### config.mk
export PLATFORM = sky130hd
export DESIGN_NAME = fixed_power
export DESIGN_NICKNAME = d
export VERILOG_FILES = /design/src/rtl/fixed_pkg.sv /design/src/rtl/fxp_mul_sat.sv /design/src/rtl/fixed_power.sv
export SDC_FILE = /design/constraint.sdc
export NUM_CORES = 1
export LEC_CHECK = 0
export ABC_AREA = 1
export BUFFER_PORTS_ARGS = -buffer_cell sky130_fd_sc_hd__buf_2
export CORE_MARGIN = 8
export CORE_UTILIZATION = 65
export DETAILED_ROUTE_END_ITERATION = 7
export HOLD_SLACK_MARGIN = 0.08
export PLACE_DENSITY = 0.92
export RECOVER_POWER = 25
export SLEW_MARGIN = 0
export SYNTH_ARGS = -nofsm -noshare
export SYNTH_HDL_FRONTEND = slang
export SYNTH_SLANG_ARGS = --single-unit
### constraint.sdc
create_clock -name clk -period 6.85 [get_ports clk]
set_input_delay 1.37 -clock clk [delete_from_list [all_inputs] [get_ports clk]]
set_output_delay 1.37 -clock clk [all_outputs]
set_load 0.01 [all_outputs]
### src/rtl/fixed_pkg.sv
// Shared fixed-point constants, widths and FSM encoding for the power/root engines.
package fixed_pkg;
  localparam int DATA_W    = 20;
  localparam int FRAC_BITS = 10;
  localparam int EXP_W     = 3;

  localparam logic [DATA_W-1:0] FXP_ONE = 20'h00400;
  localparam logic [DATA_W-1:0] FXP_SAT = 20'hFFFFF;

  typedef enum logic [1:0] {
    IDLE = 2'd0,
    MUL  = 2'd1,
    OUT  = 2'd2
  } state_t;
endpackage

### src/rtl/fxp_mul_sat.sv
// Combinational unsigned fixed-point multiply with realignment and saturation.
module fxp_mul_sat
  import fixed_pkg::*;
#(
  parameter int DATA_W    = fixed_pkg::DATA_W,
  parameter int FRAC_BITS = fixed_pkg::FRAC_BITS
) (
  input  logic [DATA_W-1:0] a,
  input  logic [DATA_W-1:0] b,
  output logic [DATA_W-1:0] y,
  output logic              ovf
);
  logic [2*DATA_W-1:0] w_prod;
  logic                w_unused_lsb;

  assign w_prod = {{DATA_W{1'b0}}, a} * {{DATA_W{1'b0}}, b};

  // Any bit above the realigned result window means the value does not fit.
  assign ovf          = |w_prod[2*DATA_W-1:DATA_W+FRAC_BITS];
  assign y            = ovf ? {DATA_W{1'b1}} : w_prod[DATA_W+FRAC_BITS-1:FRAC_BITS];
  assign w_unused_lsb = ^w_prod[FRAC_BITS-1:0];
endmodule

### src/rtl/fixed_power.sv
// Raises an unsigned Q10.10 base to a small integer exponent, one saturating multiply per cycle.
module fixed_power
  import fixed_pkg::*;
#(
  parameter int DATA_W    = fixed_pkg::DATA_W,
  parameter int FRAC_BITS = fixed_pkg::FRAC_BITS,
  parameter int EXP_W     = fixed_pkg::EXP_W
) (
  input  logic              clk,
  input  logic              rst,
  input  logic              in_valid,
  input  logic [DATA_W-1:0] in_data_1,
  input  logic [EXP_W-1:0]  in_data_2,
  output logic              busy,
  output logic              out_valid,
  output logic [DATA_W-1:0] out_data,
  output logic              out_ovf
);
  localparam logic [DATA_W-1:0] ONE = DATA_W'(FXP_ONE);

  state_t            r_state;
  state_t            w_next;
  logic [DATA_W-1:0] r_x;
  logic [EXP_W-1:0]  r_n;
  logic [DATA_W-1:0] r_acc;
  logic [EXP_W-1:0]  r_cnt;
  logic              r_sat;
  logic              r_busy;
  logic              r_out_valid;
  logic [DATA_W-1:0] r_out_data;
  logic              r_out_ovf;
  logic              w_accept;
  logic              w_last;
  logic [DATA_W-1:0] w_prod;
  logic              w_ovf;

  fxp_mul_sat #(
    .DATA_W    (DATA_W),
    .FRAC_BITS (FRAC_BITS)
  ) u_mul (
    .a   (r_acc),
    .b   (r_x),
    .y   (w_prod),
    .ovf (w_ovf)
  );

  // The out_valid cycle is already IDLE but still closes the previous op, so starts wait one more cycle.
  assign w_accept = (r_state == IDLE) && in_valid && !r_out_valid;
  assign w_last   = (r_cnt == r_n - EXP_W'(1));

  always_comb begin
    w_next = r_state;
    case (r_state)
      IDLE: if (w_accept) w_next = (in_data_2 != '0) ? MUL : OUT;
      MUL:  if (w_last) w_next = OUT;
      OUT:  w_next = IDLE;
      default: w_next = IDLE;
    endcase
  end

  always_ff @(posedge clk or posedge rst) begin
    if (rst) begin
      r_state     <= IDLE;
      r_busy      <= 1'b0;
      r_x         <= '0;
      r_n         <= '0;
      r_acc       <= ONE;
      r_cnt       <= '0;
      r_sat       <= 1'b0;
      r_out_valid <= 1'b0;
      r_out_data  <= '0;
      r_out_ovf   <= 1'b0;
    end else begin
      r_state     <= w_next;
      r_busy      <= (w_next != IDLE);
      r_out_valid <= 1'b0;
      r_out_data  <= '0;
      r_out_ovf   <= 1'b0;
      case (r_state)
        IDLE: begin
          if (w_accept) begin
            r_x   <= in_data_1;
            r_n   <= in_data_2;
            r_acc <= ONE;
            r_sat <= 1'b0;
            r_cnt <= '0;
          end
        end
        MUL: begin
          // Once saturated the accumulator is pinned, even if a later product would fit.
          r_acc <= r_sat ? {DATA_W{1'b1}} : w_prod;
          r_sat <= r_sat | w_ovf;
          r_cnt <= r_cnt + EXP_W'(1);
        end
        OUT: begin
          r_out_valid <= 1'b1;
          r_out_data  <= r_acc;
          r_out_ovf   <= r_sat;
        end
        default: ;
      endcase
    end
  end

  assign busy      = r_busy;
  assign out_valid = r_out_valid;
  assign out_data  = r_out_data;
  assign out_ovf   = r_out_ovf;
endmodule

==> metrics.txt <==
iteration count of the initial detailed-routing pass=8; Congestion Overflow GR=0; via count=15.7k; Post-DRT Antenna Nets=0; initial DRC count=2136; final setup fails=20; # diodes=0; CTS tree=built; relative slew slack=-193%; CP Capture Type=flop; cell taking the most area after synthesis=fa_1; number of enable flip-flop cells after synthesis=0; initial core utilization=65.9%; Placer Congestion=around 1; fin crit period=7.02 ns; status=complete, but fails checks; Max-Cap Viols=1; Seq/Total Area, Yosys=10.5%; CP peak stage delay=between 0.5 and 0.6 ns; Layout area overhead=11.9%; Synth Area per Inst=7.49 um2; post-synthesis register bit count=72; die height=between 150 and 200 um; vias per inst=5.82; Yosys top cell area share=between 30% and 40%; RSZ-0062 raised after global routing=true; layout cells sized above 1=14.0%; Synth Net Count=2782; Layout Nets=2854; cells taking the most area after synthesis=fa_1, inv_1, nand2_1, ha_1, dfrtp_1; Hold Fails Final Rpt=0; Worst setup SP type=flop; Die Span X=~180 um; Post-synth top cells=inv_1, nand2_1, fa_1, ha_1, nor2_1; Max Root-Sink Buffers=2; Remaining DRCs=0; period utilization=102%; initial antenna violation count=0; post-cts hold buffer count=0; Hold Crit Class=reg -> reg; Synth Flop Type=dfrtp_1; Ports=49; Clk Tree Root Cell=clkbuf_16; WS Path Type=reg -> reg; Total GRT Usage=31.6%; largest net degree at the start of global routing=73; crit-path max FO=5; CTS buffer count=9; Cells after Synth=2287; Max Slew Vio Count=73; clock latency on the worst-skew pair=~0.36 ns; Synth Cell Area=between 15000 and 20000 um2; maximum level of the CTS H-tree=3; Sink Count=a little over 70; Synth async-reset ratio=100%; Synth Warn #=0; CP dominant cell by count=fa_1; Routed WL=~55000 um; Critical Path RT=7.08 ns; first-pass GRT wire length=78800 um; Worst Max-Slew Pin Slew=4.39 ns; clock transition at the registers of the reported paths=0.07 ns; vias in the first global route=16.2k; failing checks=max-capacitance violations, max-slew violations, negative setup slack; DIE AREA=between 30000 and 40000 um2; DP HPWL=38900 um; Max Clock Skew=between 0.01 and 0.015 ns; post-DR wirelength/cell=roughly 20 um; Core Box Area=approximately 26000 um2; Final WS setup=-0.166 ns; Buffers on Ports=48; Data arrival, critical path=7.24 ns; row count=59; dpl ws=-0.0939 ns; most common cell in the netlist=inv_1; Distinct cells, synth=43; fmax=0.143 GHz; crit path max-delay cell type=dfstp_2
-- final cells by class --
| class | instances | area, um2 |
|---|---|---|
| tap | 335 | 419 |
| clock buffer | 11 | 243 |
| inverter | 701 | 2640 |
| multi-input combinational | 1421 | 12800 |
| clock inverter | 5 | 81.3 |
| timing repair buffer | 154 | 1110 |
| fill | 1756 | 6830 |
| sequential | 72 | 1840 |
-- sequential cells by signal (all words and copies together) (netlist names) --
name,count
busy,1
r_state,2
out_ovf,1
r_acc,20
r_n,3
out_valid,1
out_data,20
r_x,20
r_cnt,3
r_sat,1
-- kinds of logic after synthesis --
group / after synthesis / share of synthesized area (%)
xor+xnor: 20 / 1.02
compound gates: 111 / 3.65
fa+ha+maj: 469 / 48.3
buf+inv: 794 / 17.6
simple gates: 821 / 19.0
flops: 72 / 10.5
-- worst max-delay path: cells and delay by family, from the launching register on --
kind	cells	cell delay (ns)
buffers and inverters	9	0.91
flip-flops	1	0.58
adder cells (fa/ha/maj)	8	3.93
AND/OR/NAND/NOR	13	1.13
AO/OA/AOI/OAI	1	0.34
-- worst paths after layout --
kind	start	endpoint	slack [ns]	depth (start not counted)
hold / removal	r_state[0]	out_valid	0.47	1
setup reg to reg	r_acc[10]	r_acc[13]	-0.17	31
setup / recovery	r_acc[10]	r_acc[13]	-0.17	31
hold reg to reg	r_state[0]	out_valid	0.47	1
min in group asynchronous	rst	out_valid	2.74	3
max in group asynchronous	rst	r_acc[9]	0.98	3
-- metrics by stage --
stage	instances	util, %	setup TNS, ns	area (um2)	hold slack, ns
CTS	2670	70.6	0	18300	0.470
global route	2699	73.7	-5.08	19200	0.483
detailed placement	2648	69.1	-1.39	18000	0.462
finish	2699	73.7	-1.94	19200	0.471
floorplan	2287	-	0	17100	0.435
global placement	2648	69.1	0	18000	0.452
-- cells in the final DEF (no fill, tap or decap), types with 14 or more instances in the layout --
cell type  instances
buf_2             48
fa_1             317
nor2_1            77
buf_4             94
nand2_1          634
o21ai_0           24
inv_1            678
nand2_2           31
ha_1             139
dfrtp_1           47
a21oi_1           35
inv_2             19
dfrtp_2           23
nand3_1           18
nand2_4           14
-- routing by layer --
metal	wire length [um]	global-route usage, %	up-vias
li1	-	-	6579
met1	17500	37.9	7461
met2	25800	53.0	1264
met3	6900	6.16	415
met4	4350	17.4	0
met5	0	0	-
-- timing repair --
action / 4_1_cts / 5_1_grt
buffers inserted: 6 / 27
setup endpoints to repair: 18 / 21
pin swaps: 2 / 50
gates resized for setup: 16 / 166
gates cloned: 0 / 2
Power is not shown: default switching activity piles up to over one toggle a cycle in this logic, so the estimate is an artifact.
